## config.mk

```make
export PLATFORM = sky130hd
export DESIGN_NAME = ps2_rx_fifo
export DESIGN_NICKNAME = d
export VERILOG_FILES = /design/src/rtl/ps2_rx_fifo.sv
export SDC_FILE = /design/constraint.sdc
export NUM_CORES = 1
export LEC_CHECK = 0
export CORE_MARGIN = 2
export CORE_UTILIZATION = 50
export CTS_BUF_LIST = sky130_fd_sc_hd__clkbuf_4
export DETAILED_ROUTE_END_ITERATION = 6
export GPL_ROUTABILITY_DRIVEN = 0
export GPL_TIMING_DRIVEN = 0
export PLACE_DENSITY = 0.7
export SYNTH_ARGS = -nofsm -noshare
export SYNTH_HDL_FRONTEND = slang
export SYNTH_SLANG_ARGS = --single-unit
```

## constraint.sdc

```tcl
create_clock -name CLOCK -period 6.64 [get_ports CLOCK]
set_input_delay 0.664 -clock CLOCK [delete_from_list [all_inputs] [get_ports CLOCK]]
set_output_delay 0.664 -clock CLOCK [all_outputs]
set_load 0.01 [all_outputs]
```

## src/rtl/ps2_rx_fifo.sv

```systemverilog
// PS/2 device-to-host receiver: synchronised, glitch-filtered SCL/SDA, 11-bit frame decoder
// with odd-parity/stop checks and timeout, feeding a first-word fall-through FIFO.
module ps2_rx_fifo #(
    parameter int DATA_WIDTH     = 8,
    parameter int FIFO_DEPTH     = 4,
    parameter int FILTER_LEN     = 4,
    parameter int TIMEOUT_CYCLES = 50000
) (
    input  logic                               CLOCK,
    input  logic                               RESET,
    input  logic                               SCL,
    input  logic                               SDA,
    output logic [DATA_WIDTH-1:0]              RX_data,
    output logic                               RX_valid,
    input  logic                               RX_ready,
    output logic [$clog2(FIFO_DEPTH+1)-1:0]    FIFO_count,
    output logic                               PARITY_err,
    output logic                               FRAME_err,
    output logic                               OVERFLOW
);
    localparam int CW = $clog2(FIFO_DEPTH + 1);
    localparam int PW = $clog2(FIFO_DEPTH);
    localparam int FW = $clog2(FILTER_LEN + 1);
    localparam int TW = $clog2(TIMEOUT_CYCLES + 1);
    localparam int BW = $clog2(DATA_WIDTH + 1);

    typedef enum logic [1:0] {S_IDLE, S_DATA, S_PARITY, S_STOP} state_t;

    // Input conditioning: bit 0 carries SCL, bit 1 carries SDA
    logic [1:0]    w_pin;
    logic [1:0]    r_s1, r_s2, r_filt;
    logic [FW-1:0] r_fcnt [2];
    logic          r_scl_d, r_fall;
    logic          w_sda;

    assign w_pin = {SDA, SCL};
    assign w_sda = r_filt[1];

    always_ff @(posedge CLOCK) begin
        if (RESET) begin
            r_s1    <= '1;
            r_s2    <= '1;
            r_filt  <= '1;
            r_scl_d <= 1'b1;
            r_fall  <= 1'b0;
            for (int i = 0; i < 2; i++) r_fcnt[i] <= '0;
        end else begin
            r_s1    <= w_pin;
            r_s2    <= r_s1;
            r_scl_d <= r_filt[0];
            r_fall  <= r_scl_d & ~r_filt[0];
            for (int i = 0; i < 2; i++) begin
                if (r_s2[i] == r_filt[i]) begin
                    r_fcnt[i] <= '0;
                end else if (r_fcnt[i] == FW'(FILTER_LEN - 1)) begin
                    r_filt[i] <= r_s2[i];
                    r_fcnt[i] <= '0;
                end else begin
                    r_fcnt[i] <= r_fcnt[i] + 1'b1;
                end
            end
        end
    end

    // Frame decoder
    state_t                r_state, w_state_nxt;
    logic [BW-1:0]         r_bit_cnt;
    logic [TW-1:0]         r_timer;
    logic [DATA_WIDTH-1:0] r_shift;
    logic                  r_par;
    logic                  w_timeout, w_par_ok, w_push, w_perr, w_ferr;

    assign w_par_ok  = ^{r_shift, r_par};
    assign w_timeout = (r_state != S_IDLE) && !r_fall && (r_timer == TW'(TIMEOUT_CYCLES - 1));

    always_comb begin
        w_state_nxt = r_state;
        w_push      = 1'b0;
        w_perr      = 1'b0;
        w_ferr      = 1'b0;
        if (w_timeout) begin
            w_state_nxt = S_IDLE;
            w_ferr      = 1'b1;
        end else if (r_fall) begin
            case (r_state)
                S_IDLE:   if (!w_sda) w_state_nxt = S_DATA;
                S_DATA:   if (r_bit_cnt == BW'(DATA_WIDTH - 1)) w_state_nxt = S_PARITY;
                S_PARITY: w_state_nxt = S_STOP;
                S_STOP: begin
                    w_state_nxt = S_IDLE;
                    w_perr      = !w_par_ok;
                    w_ferr      = !w_sda;
                    w_push      = w_par_ok && w_sda;
                end
                default:  w_state_nxt = S_IDLE;
            endcase
        end
    end

    always_ff @(posedge CLOCK) begin
        if (RESET) begin
            r_state   <= S_IDLE;
            r_bit_cnt <= '0;
            r_timer   <= '0;
        end else begin
            r_state <= w_state_nxt;
            if (r_state == S_IDLE || r_fall) r_timer <= '0;
            else                             r_timer <= r_timer + 1'b1;
            if (r_state != S_DATA)  r_bit_cnt <= '0;
            else if (r_fall)        r_bit_cnt <= r_bit_cnt + 1'b1;
        end
    end

    always_ff @(posedge CLOCK) begin
        if (r_fall && r_state == S_DATA)   r_shift <= {w_sda, r_shift[DATA_WIDTH-1:1]};
        if (r_fall && r_state == S_PARITY) r_par   <= w_sda;
    end

    // FIFO: head is read straight from storage so a fresh write shows up one cycle later
    logic [DATA_WIDTH-1:0] r_mem [FIFO_DEPTH];
    logic [PW-1:0]         r_wr_ptr, r_rd_ptr;
    logic [CW-1:0]         r_count;
    logic                  w_full, w_pop, w_wr, w_ovf;

    assign w_full     = (r_count == CW'(FIFO_DEPTH));
    assign RX_valid   = (r_count != '0);
    assign RX_data    = RX_valid ? r_mem[r_rd_ptr] : '0;
    assign FIFO_count = r_count;
    assign w_pop      = RX_valid & RX_ready;
    assign w_wr       = w_push & (!w_full | w_pop);
    assign w_ovf      = w_push & w_full & !w_pop;

    always_ff @(posedge CLOCK) begin
        if (w_wr) r_mem[r_wr_ptr] <= r_shift;
    end

    always_ff @(posedge CLOCK) begin
        if (RESET) begin
            r_wr_ptr   <= '0;
            r_rd_ptr   <= '0;
            r_count    <= '0;
            PARITY_err <= 1'b0;
            FRAME_err  <= 1'b0;
            OVERFLOW   <= 1'b0;
        end else begin
            if (w_wr)  r_wr_ptr <= r_wr_ptr + 1'b1;
            if (w_pop) r_rd_ptr <= r_rd_ptr + 1'b1;
            r_count    <= r_count + CW'(w_wr) - CW'(w_pop);
            PARITY_err <= w_perr;
            FRAME_err  <= w_ferr;
            OVERFLOW   <= w_ovf;
        end
    end
endmodule
```

==> reports/metrics.cfg <==
[setup_path]
cp.required_ps = 6960
slowest_stage = edfxtp_1
crit_type = reg2reg
cp_top_family = XOR/XNOR gates
crit_chain = xor2_1 -> xnor3_2 -> mux2i_4 -> inv_1 -> ha_1 -> inv_1 -> ha_1 -> inv_1 -> fa_1 -> xor2_1 -> xnor2_1 -> nor2_1
critPathLaunchType = flip-flop
cp-end-kind = flip-flop
arrival_ps = 3280
worst_path_largest_cell_delay_ps = 500
critPathBufInv = 3
critical_path.max_fanout = 7
cp_common_cell = inv_1

[power_and_ir_drop]
total_power_uw = 1120
ir_drop_mv = 0.1306
power.leakage_uw = 0.001486
pwr_density_cell_nw_per_um2 = 267.5

[sta]
fin_crit_sh = 0.4464
slew_viol_final = 0
min_period_ps = 2964
finalClockSkew_ps = 17.89
tightest_slew_ps = 504.9
fmax_mhz = 337.4
final_hold_viol_count = 0
slew_headroom = 0.6634
rsz0062_at_grt = false
finalSetupViolCount = 0
setup_tns_ps = 0

[synthesis]
synth_top_area_share = 0.3783
synth_area_leaders = edfxtp_1, dfxtp_1, ha_1
synth_warnings = 0
syn_area_per_cell_sq_um = 13.00
yosysTopAreaCell = edfxtp_1
ys_seq_elements = 89
async_reset_ff_frac = 0
syn_area_sq_um = 3731
synth_edf_count = 47
yosysUniqueCellTypes = 41
yosysSeqAreaShare = 0.6036
synth_ff_type = edfxtp_1
syn_inst = 287

[global_route]
grt_overflow_total = 0
antenna_found_initial = 0
grt_max_degree = 17
grt_pass1_vias = 2044
grt_pass1_wl_microns = 9804
gr-usage-all-layers = 0.1529

[floorplanning]
core_area_sq_um = 7253
die_w_microns = 90.39
dieArea_sq_um = 8169
start_util = 0.5144
ios = 20
rows = 31
die_h_microns = 90.39

[clock_tree]
post_cts_buffers = 0
cts_max_level = 3
clkTransAtPathRegs_ps = 150
cts_resized = 0
cts_tree = done
cts_buffers = 9
clk_latency_ps = 430
clock-root-buffer = clkbuf_4
clockBufferDepth = 2
cts_sinks = 89
hold_buffers = 0

[routing]
drtIter0Drc = 90
drt-vias-per-instance = 4.965
drtAntennaViolNets = 0
firstDrtPassIters = 4
routedWlPerCell_microns = 13.34
routed_wl_microns = 5682
drc = 0
vias = 2115

[final_layout]
drive_above_1_share = 0.1131
syn_to_final_growth_pct = 12.21
fin_nets = 344
diodes = 0

[place]
portBuffers = 19
hpwl_microns = 3948

[flow_run]
maxCapViolations = 0

[min_path]
min_path_type = reg2reg

[outcome]
status = finished, final reports clean

-- metal layers --
layer | routed length [microns] | vias up | GRT usage
li1 | - | 1072 | -
met1 | 2749 | 1002 | 0.2004
met3 | 158 | 12 | 0.02838
met4 | 135 | 0 | 0.07821
met2 | 2639 | 29 | 0.2444
met5 | 0 | - | 0
-- logic make-up after synthesis --
kind of cell,Yosys count,synth area share
XOR/XNOR,27,0.07143
flip-flops,89,0.6036
buffers and inverters,25,0.02582
AO/OA/AOI/OAI,11,0.01945
other,1,0.001005
AND/OR/NAND/NOR,104,0.1533
multiplexers,13,0.06640
adder cells (fa/ha/maj),17,0.05902
-- flip-flops by register name, indices dropped and copies added (netlist names), named ones only --
| signal | flops |
|---|---|
| r_filt | 2 |
| FIFO_count | 3 |
| r_fcnt | 6 |
| FRAME_err | 1 |
| r_timer | 16 |
| r_fall | 1 |
| r_scl_d | 1 |
| r_par | 1 |
| r_bit_cnt | 4 |
| r_wr_ptr | 2 |
| r_rd_ptr | 2 |
| r_shift | 8 |
| r_mem | 32 |
| r_state | 2 |
| OVERFLOW | 1 |
| r_s2 | 2 |
| r_s1 | 2 |
| PARITY_err | 1 |
-- cells in the mapped netlist, drive strengths merged, types with 4 or more instances --
| cell | count |
|---|---|
| and2 | 16 |
| clkbuf | 9 |
| dfxtp | 42 |
| edfxtp | 47 |
| ha | 16 |
| inv | 14 |
| mux2i | 4 |
| mux4 | 8 |
| nand2 | 6 |
| nand2b | 4 |
| nand3 | 7 |
| nand4 | 7 |
| nor2 | 33 |
| nor3 | 4 |
| or2 | 5 |
| or3 | 6 |
| xnor2 | 9 |
| xor2 | 16 |
-- area by class of cell --
type	instances	area [sq um]
Tap cell	99	123.9
Buffer	11	43.79
Timing Repair Buffer	19	190.2
Clock inverter	7	55.05
Sequential cell	89	2252
Fill cell	607	3067
Multi-Input combinational cell	178	1401
Clock buffer	9	67.56
Inverter	14	52.55
-- worst register-to-register path, stage by stage, from the launching register on --
cell      delay [ps]
edfxtp_1         500
xor2_1           200
xnor3_2          450
mux2i_4          340
inv_1             80
ha_1             290
inv_1             50
ha_1             130
inv_1             50
fa_1             370
xor2_1           190
xnor2_1          150
nor2_1            60
-- cells in the final DEF (no fill, tap or decap), types with 5 or more instances in the layout --
cell,netlist,final
edfxtp_1,47,47
dfxtp_1,42,42
nor2_1,33,33
clkdlybuf4s50_1,0,19
xor2_1,16,16
ha_1,16,16
inv_1,14,14
and2_1,12,12
clkbuf_1,9,9
xnor2_1,9,9
clkbuf_4,0,9
mux4_2,8,8
nand3_1,7,7
nand4_1,7,7
or3_1,6,6
nand2_1,6,6
conb_1,1,6
or2_2,5,5
-- power by group --
part	switching [uW]	leakage [uW]	internal, uW
clock	187	0.0000641	79.6
sequential	14.5	0.000770	593
combinational	104	0.000651	142
-- path summary, 6_finish.rpt --
path	slack [ps]	to	depth (start not counted)	start
worst max register to register	3680	FIFO_count[2]	12	r_shift[1]
worst min register to register	410	r_fall	2	r_scl_d
worst max-delay path	3680	FIFO_count[2]	12	r_shift[1]
worst min-delay path	410	r_fall	2	r_scl_d
-- through the flow --
stage	setup slack, ps	hold slack, ps	area (sq um)	utilization	instances
6_report	3676	414.2	4187	0.5772	426
5_1_grt	3444	426.2	4187	0.5772	426
4_1_cts	3649	407.9	4187	0.5772	426
3_5_place_dp	3268	399.9	4064	0.5603	410
3_3_place_gp	3319	395.2	4064	0.5603	410
2_1_floorplan	3932	389.5	3750	-	292
Note: power is estimated with default switching activity, not from simulation.
==> variant (config.mk and constraints unchanged) <==
The 4 states of `state_t` get a one-hot encoding in 4 bits.
--- a/src/rtl/ps2_rx_fifo.sv
+++ b/src/rtl/ps2_rx_fifo.sv
@@ -26,3 +26,3 @@
 
-    typedef enum logic [1:0] {S_IDLE, S_DATA, S_PARITY, S_STOP} state_t;
+    typedef enum logic [3:0] {S_IDLE = 4'b0001, S_DATA = 4'b0010, S_PARITY = 4'b0100, S_STOP = 4'b1000} state_t;
 
Formal check against the unedited RTL: same outputs for any inputs over 10 cycles, from zero or initial values and one cycle with RESET high; not proved beyond that.
==> variant against the original RTL <==
Via count increased by 3.1%. Synthesized area grew 1.3%. Sequential cell count grew 2. Fmax down 6.9%. Power rose by 0.66%. Final area up 0.99%. Sequential power increased by 2%. Routed wire length increased by 0.58%. Worst setup slack worse by 220 ps. Highest routed layer unchanged.
==> variant: results (changes against the original RTL) <==
status=finished, final reports clean (unchanged); largest net degree at the start of global routing=16 (was 17); Synth area leaders=edfxtp_1, dfxtp_1, mux4_2 (was edfxtp_1, dfxtp_1, ha_1); start point of the worst hold path=r_s1[0] (was r_scl_d); static leakage=0.00145 uW (was 0.00149 uW); Detailed Place HPWL=4.06 mm (was 3.95 mm); Syn. warnings=0 (unchanged); CTS root buf=clkbuf_4 (unchanged); worst slew pin tran=803 ps (was 505 ps); postcts setup bufs=0 (unchanged); worst-path fanout max=7 (unchanged); Commonest cells post-synth=edfxtp_1, dfxtp_1, nor2_1, xor2_1 (was edfxtp_1, dfxtp_1, nor2_1, ha_1, xor2_1); diode count=0 (unchanged); clk sinks=91 (was 89); Hold WS=425 ps (was 414 ps); hold path endpoint=r_s2[0] (was r_fall); Fillers=619 (was 607); GRT Total Usage=14.7% (was 15.3%); Routed WL per cell=13.1 um (was 13.3 um); Netlist cell types=46 (was 41); WP data arrival=3490 ps (was 3280 ps); first-pass GRT wire length=9.52 mm (was 9.80 mm); sequential area share after synthesis=60.6% (was 60.4%); worst vdd ir=96.7 uV (was 131 uV); drt first-iter violations=111 (was 90); hold buffer count at CTS=0 (unchanged); FF-to-FF setup slack=3460 ps (was 3680 ps); r2r startpoint=r_shift[1] (unchanged); FF-to-FF path depth=13 (was 12); worst-skew pair later-pin latency=around 420 ps; TritonCTS buffer count=9 (unchanged); Port Buf Inserts=19 (unchanged); first drt pass iteration count=4 (unchanged); vias in the first global route=2115 (was 2044); post-CTS sizing=0 (unchanged); H-Tree Depth=3 (unchanged); number of synthesized flops with an enable pin=47 (unchanged); RR Endpoint=FIFO_count[2] (unchanged); Max Root-Sink Buffers=2 (unchanged); clock transition at the registers of the reported paths=130 ps (was 150 ps); Top Registers=r_mem (32), r_timer (16), r_shift (8) (unchanged); Fin Clk Skew=12.0 ps (was 17.9 ps); Tightest Hold Check Type=register to register (unchanged); layout cells sized above 1=12.5% (was 11.3%); Final Net Count=349 (was 344); vias per cell=5.01 (was 4.96); hold depth=1 (was 2)
## variant: cell types whose count changed after synthesis, sizes merged, moves of 4 or more
cell | before | now
nand3 | 7 | 3
xnor2 | 9 | 13
ha | 16 | 12
nor2 | 33 | 37
nand2 | 6 | 13
## variant: per-stage QoR
step / instances / worst slack, ps / power, uW / instance area, sq um
finish: 435 / 3460 / 1130 / 4230
global route: 435 / 3280 / 1190 / 4230
CTS: 435 / 3430 / 1140 / 4230
detailed placement: 419 / 3270 / 884 / 4110
global placement: 419 / 3310 / 874 / 4110
floorplan: 301 / 3790 / 777 / 3800
## variant: how the worst max path moves through the flow
stage | from | to | slack [ps] | cells past startpoint
floorplan | r_shift[1] | FIFO_count[2] | 3790 | 13
CTS | r_shift[1] | FIFO_count[2] | 3430 | 13
global route | r_shift[1] | FIFO_count[2] | 3280 | 13
global placement | RX_ready | FIFO_count[2] | 3310 | 12
detailed placement | RX_ready | FIFO_count[2] | 3270 | 12
finish | r_shift[1] | FIFO_count[2] | 3460 | 13
## variant: kinds of logic after synthesis
group / after synthesis / synth area share, %
simple gates: 114 / 16.7
flops: 91 / 60.6
xor+xnor: 28 / 7.58
buf+inv: 22 / 2.22
compound gates: 16 / 2.58
fa+ha+maj: 13 / 4.50
mux: 11 / 5.69
other cells: 1 / 0.0992
## variant: final cells by class
cell class                      count  share of cell area (%)
Sequential cell                    91                    54.2
Buffer                              9                   0.829
Clock buffer                       10                    1.78
Multi-Input combinational cell    188                    33.6
Tap cell                           99                    2.93
Inverter                           13                    1.15
Clock inverter                      6                   0.947
Timing Repair Buffer               19                    4.50
## variant: per-layer routing
metal  routed length (um)  up-vias  GRT usage, %
met5                    0        -             0
met4                  106        0          7.45
met3                  167       10          3.15
met2                 2790       30          24.8
met1                 2650     1044          17.9
li1                     -     1097             -
## variant: power by group
group          switching, uW  leakage [uW]  internal [uW]
Combinational            102      0.000599            142
Sequential              14.5      0.000787            605
Clock                    180     0.0000686           82.4
Total                    297       0.00145            830
## variant: critical path: stages, from the launching register on
cell and delay [ps]:
edfxtp_1 510, xor2_1 230, xnor3_2 490, xnor2_2 200, nor3_4 350, inv_1 80, ha_1 280, inv_1 60
ha_1 130, inv_1 50, fa_1 370, xor2_1 170, xnor2_1 130, nor2_1 50
